File: config.mk
export PLATFORM = sky130hd
export DESIGN_NAME = rx_data_controller
export DESIGN_NICKNAME = d
export VERILOG_FILES = /design/src/rtl/aurora_pkg.sv /design/src/rtl/rx_gearbox.sv /design/src/rtl/rx_data_controller.sv
export SDC_FILE = /design/constraint.sdc
export NUM_CORES = 1
export LEC_CHECK = 0
export ABC_AREA = 1
export CAP_MARGIN = 20
export CORE_MARGIN = 2
export CORE_UTILIZATION = 48
export DETAILED_ROUTE_END_ITERATION = 8
export PLACE_DENSITY_LB_ADDON = 0.15
export SETUP_SLACK_MARGIN = 0.3
export SLEW_MARGIN = 20
export SYNTH_ARGS = -nofsm -noshare
export SYNTH_HDL_FRONTEND = slang
export SYNTH_SLANG_ARGS = --single-unit
export TNS_END_PERCENT = 1
File: constraint.sdc
create_clock -name clk -period 2.2 [get_ports clk]
set_clock_uncertainty 0.2 [all_clocks]
set_input_delay 0.33 -clock clk [delete_from_list [all_inputs] [get_ports clk]]
set_output_delay 0.33 -clock clk [all_outputs]
set_load 0.005 [all_outputs]
File: src/rtl/aurora_pkg.sv
// Shared Aurora definitions: ordered-set classification, AXI word size and RX frame states.
package aurora_pkg;

    localparam int AXI_DATA_SIZE = 32;

    typedef enum logic [1:0] {SCP, ECP, DATA, IDLE} ordered_sets_e;

    typedef enum logic {RX_IDLE, RX_FRAME} rx_state_e;

endpackage

File: src/rtl/rx_gearbox.sv
// Half/full-word assembler with a one-word hold buffer; a word leaves only once the
// following DATA or the closing ECP/SCP shows whether it is the last of its frame.
module rx_gearbox
    import aurora_pkg::*;
#(
    parameter int DATA_W = AXI_DATA_SIZE
) (
    input  logic                clk,
    input  logic                rst,
    input  logic                mode,
    input  logic                load,
    input  logic                flush,
    input  logic [DATA_W-1:0]   rx_data,
    output logic                axi_valid,
    output logic                axi_last,
    output logic [DATA_W/8-1:0] axi_keep,
    output logic [DATA_W-1:0]   axi_data
);

    localparam int HALF_W = DATA_W / 2;
    localparam int KEEP_W = DATA_W / 8;
    localparam logic [KEEP_W-1:0] KEEP_ALL   = '1;
    localparam logic [KEEP_W-1:0] KEEP_UPPER = {{(KEEP_W/2){1'b1}}, {(KEEP_W/2){1'b0}}};

    logic [DATA_W-1:0] hold_q;
    logic [KEEP_W-1:0] hold_keep_q;
    logic              hold_full;
    logic              word_done;
    logic              half_pending;
    logic              emit;

    // The lowest keep bit is set only once the held word is complete.
    assign word_done    = hold_full && hold_keep_q[0];
    assign half_pending = hold_full && !hold_keep_q[0];
    assign emit         = flush ? hold_full : (load && word_done);

    always_ff @(posedge clk or posedge rst) begin
        if (rst) begin
            hold_full   <= 1'b0;
            hold_keep_q <= '0;
            axi_valid   <= 1'b0;
            axi_last    <= 1'b0;
            axi_keep    <= '0;
            axi_data    <= '0;
        end else begin
            axi_valid <= emit;
            axi_last  <= emit && flush;
            axi_keep  <= emit ? hold_keep_q : '0;
            if (emit)
                axi_data <= hold_q;

            if (flush) begin
                hold_full   <= 1'b0;
                hold_keep_q <= '0;
            end else if (load) begin
                hold_full   <= 1'b1;
                hold_keep_q <= (!mode || half_pending) ? KEEP_ALL : KEEP_UPPER;
            end
        end
    end

    always_ff @(posedge clk) begin
        if (load && !flush) begin
            if (!mode)
                hold_q <= rx_data;
            else if (half_pending)
                hold_q[HALF_W-1:0] <= rx_data[HALF_W-1:0];
            else
                hold_q <= {rx_data[HALF_W-1:0], {HALF_W{1'b0}}};
        end
    end

endmodule

File: src/rtl/rx_data_controller.sv
// Receive-side frame reassembly: frame FSM and protocol error detection in front of
// the gearbox that turns lane beats into AXI4-Stream words.
module rx_data_controller
    import aurora_pkg::*;
#(
    parameter int DATA_W = AXI_DATA_SIZE
) (
    input  logic                clk,
    input  logic                rst,
    input  logic                single_lane,
    input  logic                rx_valid,
    input  ordered_sets_e       rx_ordered_set,
    input  logic [DATA_W-1:0]   rx_data,
    output logic                axi_valid,
    output logic                axi_last,
    output logic [DATA_W/8-1:0] axi_keep,
    output logic [DATA_W-1:0]   axi_data,
    output logic                frame_err
);

    rx_state_e state;
    logic      mode_q;
    logic      load;
    logic      flush;

    // SCP inside a frame closes the current frame exactly like ECP does.
    always_comb begin
        load  = 1'b0;
        flush = 1'b0;
        if (rx_valid && state == RX_FRAME) begin
            load  = (rx_ordered_set == DATA);
            flush = (rx_ordered_set == ECP) || (rx_ordered_set == SCP);
        end
    end

    always_ff @(posedge clk or posedge rst) begin
        if (rst) begin
            state     <= RX_IDLE;
            mode_q    <= 1'b0;
            frame_err <= 1'b0;
        end else begin
            frame_err <= 1'b0;
            if (rx_valid) begin
                case (state)
                    RX_IDLE: begin
                        case (rx_ordered_set)
                            SCP: begin
                                state  <= RX_FRAME;
                                mode_q <= single_lane;
                            end
                            DATA:    frame_err <= 1'b1;
                            default: ;
                        endcase
                    end
                    RX_FRAME: begin
                        case (rx_ordered_set)
                            SCP: begin
                                frame_err <= 1'b1;
                                mode_q    <= single_lane;
                            end
                            ECP:     state <= RX_IDLE;
                            default: ;
                        endcase
                    end
                    default: state <= RX_IDLE;
                endcase
            end
        end
    end

    rx_gearbox #(
        .DATA_W (DATA_W)
    ) u_gearbox (
        .clk       (clk),
        .rst       (rst),
        .mode      (mode_q),
        .load      (load),
        .flush     (flush),
        .rx_data   (rx_data),
        .axi_valid (axi_valid),
        .axi_last  (axi_last),
        .axi_keep  (axi_keep),
        .axi_data  (axi_data)
    );

endmodule

==> summary.md <==
| Metric | Value |
|---|---|
| H-tree depth | `3` |
| Slowest stage cell on the critical path | `clkdlybuf4s50_1` |
| Die W | `82.1 um` |
| Initial antenna violation count | `0` |
| Maximum clock frequency | `568 MHz` |
| DR iter-0 viols | `169` |
| CTS clk-pin slew, worst paths | `0.07 ns` |
| Clock network fraction of total power | `23.8%` |
| Sink Count | `73` |
| Pleak | `1.78 nW` |
| Setup crit start | `u_gearbox.axi_data[25]` |
| DIE AREA | `0.00673 mm^2` |
| Sw Share | `27.0%` |
| GR Layer Usage met2 | `33.3%` |
| Outcome | `finished clean` |
| Logic pwr share | `26.9%` |
| CP bufs+invs | `1` |
| TritonCTS Buffers | `9` |
| CP cell instances | `clkdlybuf4s50_1` |
| FILL cells | `480` |
| Rel. slew slack | `67.7%` |
| WL per Instance | `13.9 um` |
| N_diodes | `0` |
| CTS tree | `built` |
| Area leader, netlist | `dfrtp_1` |
| Slew Limit Fails | `0` |
| All-Layer GR Usage | `20.1%` |
| Final wirelength | `6210 um` |
| IO buf count | `76` |
| Max cap viols | `0` |
| Vias in the first global route | `2092` |
| Setup bufs post-CTS | `0` |
| Post-Syn Instances | `285` |
| Slew of the pin with the lowest slew margin | `0.484 ns` |
| RR Startpoint | `u_gearbox.hold_keep_q[2]` |
| Hpwl dp | `4330 um` |
| Cell family with most CP delay | `buffers and inverters` |
| Final Power | `0.00380 W` |
| Share of the synthesized area in the top cell type | `35.1%` |
| Share of layout cells above drive strength 1 | `8.09%` |
| Power Dens Cells | `961 mW/mm^2` |
| Worst Path Max Fanout | `2` |
| TNS Setup | `0 ns` |
| Min Clock Period, post-route | `1.76 ns` |
| Register area share after synthesis | `67.9%` |
| Drt first pass iters | `4` |
| Crit path arrival time | `1.23 ns` |
| Hold Vio Cnt, Final | `0` |
| NetSw | `0.00103 W` |
| Worst vdd ir | `0.522 mV` |
| Syn_nets | `323` |
| Area grow syn2layout | `35.0%` |
| RSZ-0062 raised after global routing | `false` |
| Worst Hold Class | `in2async` |
| Core ar. | `0.00592 mm^2` |
| Largest net degree at the start of global routing | `36` |
| R2r setup slk | `0.58 ns` |
| Rows | `28` |
| Endpoints failing setup | `0` |
| DRT antenna net count | `0` |
| CTS Hold Buffers Added | `0` |
| Ranking of synthesized cells by area | `dfrtp_1 (35%), edfxtp_1 (33%), nand2_1 (11%)` |
| GR peak layer | `met2` |
| Largest stage delay, worst path | `0.52 ns` |
| DP Area | `0.00378 mm^2` |
| Clk root buf | `clkbuf_8` |
| Critical Path Stages | `1` |
| Critical setup path kind | `reg2out` |
| Design Area, Final | `0.00395 mm^2` |
| Met3 global-route usage | `5.82%` |
| Nets | `404` |
| Grt ovf | `0` |
| Crit path to | `axi_data[25]` |
| Initial core utilization | `49.4%` |
| Die height | `82.1 um` |
| Post-Syn Area | `0.00293 mm^2` |
| Int Pwr | `0.00277 W` |
| Part of the power in registers | `49.3%` |
| Clk_lat worst skew | `0.33 ns` |
| PostCTS Resize Cnt | `0` |
| Via density per instance | `4.92` |
| Syn Area/Cell | `10.3 um^2` |
| Gpl congestion | `0.803` |
| I/O pin cnt | `77` |
| Critical path capture point type | `output pin` |
| YS warnings | `0` |
| Reg2reg path depth | `5` |
| Largest buffer count on any clock path | `2` |
| DRC | `0` |
| M1 GR Usage | `25.3%` |
| Period utilization | `80.0%` |
| Vias | `2195` |
| First-pass GRT wire length | `9810 um` |
| FF+latch count, synth | `73` |
| Crit path required time | `1.67 ns` |
| Worst Setup Start Kind | `flop` |
| R2r endpoint | `u_gearbox.hold_q[0]` |
| Number of unique standard cell types used by synthesis | `19` |
flip-flops by register name (all words and copies together), names as in the netlist, named ones only:
name                   cells
u_gearbox.axi_last         1
u_gearbox.hold_keep_q      2
u_gearbox.axi_valid        1
u_gearbox.hold_q          32
u_gearbox.axi_data        32
u_gearbox.axi_keep         2
frame_err                  1
mode_q                     1
synth_stat cells:
cell type / number
inv_1: 25
a21oi_1: 4
nand3_1: 32
nand2_1: 87
buf_4: 2
nand3_4: 1
inv_2: 1
buf_2: 6
nor2_4: 1
edfxtp_1: 32
dfrtp_1: 41
nor2_2: 1
buf_6: 3
o21ai_0: 21
clkbuf_1: 4
nand2_4: 1
clkinv_1: 1
nand2_2: 1
nor2_1: 21
kinds of logic after synthesis:
family	synth area share, %
AOI/OAI and AO/OA	4.28
and+or+nand+nor	21.1
buffers and inverters	6.67
DFF	67.9
worst min path at each step:
stage,to,depth (start not counted),slack (ns),from
after global placement,u_gearbox.axi_data[12],2,0.22,u_gearbox.hold_q[12]
after CTS,u_gearbox.axi_data[3],2,0.16,rst
after floorplan,u_gearbox.axi_data[0],2,0.22,u_gearbox.hold_q[0]
final,u_gearbox.axi_data[0],2,0.14,rst
after detailed placement,u_gearbox.axi_data[13],2,0.23,u_gearbox.hold_q[13]
after global routing,u_gearbox.axi_data[0],2,0.18,rst
cell usage in the layout, fill, tap and decap left out:
cell type         n
a21oi_1           3
a21oi_2           1
buf_12            2
buf_4             7
clkbuf_1          3
clkbuf_8         10
clkdlybuf4s50_1  76
clkinv_1          1
clkinv_2          2
clkinvlp_4        1
dfrtp_1          41
edfxtp_1         32
inv_1            24
inv_2             2
nand2_1          87
nand2_2           1
nand2_4           1
nand3_1          32
nand3_4           1
nor2_1           21
nor2_2            1
nor2_4            1
o21ai_0          21
layer usage:
layer	wire, um	share of wire, %
met4	79	1.3
met3	233	3.8
met1	2610	42
met2	3280	53
met5	0	0
final cells by class:
cell class / count / area (um^2) / share of cell area (%)
Clock buffer: 13 / 149 / 3.77
Clock inverter: 3 / 17.5 / 0.444
Timing Repair Buffer: 85 / 853 / 21.6
Inverter: 27 / 101 / 2.57
Multi-Input combinational cell: 170 / 747 / 18.9
Tap cell: 75 / 93.8 / 2.38
Sequential cell: 73 / 1990 / 50.3
per-stage QoR:
step	util [%]	hold slack [ns]	std cells	setup slack [ns]
floorplan	-	0.218	285	0.516
global placement	63.9	0.225	430	0.203
detailed placement	63.9	0.230	430	0.140
CTS	66.7	0.155	446	0.422
global route	66.7	0.181	446	0.376
finish	66.7	0.137	446	0.440
power groups by stage:
| stage | logic, W | clock network, W | registers, W |
|---|---|---|---|
| global route | 0.00114 | 0.000980 | 0.00190 |
| finish | 0.00102 | 0.000903 | 0.00187 |
| floorplan | 0.000379 | 0 | 0.00189 |
| global placement | 0.00101 | 0 | 0.00189 |
| CTS | 0.00104 | 0.000913 | 0.00188 |
| detailed placement | 0.00104 | 0 | 0.00190 |
Note: power is estimated with default switching activity, not from simulation.
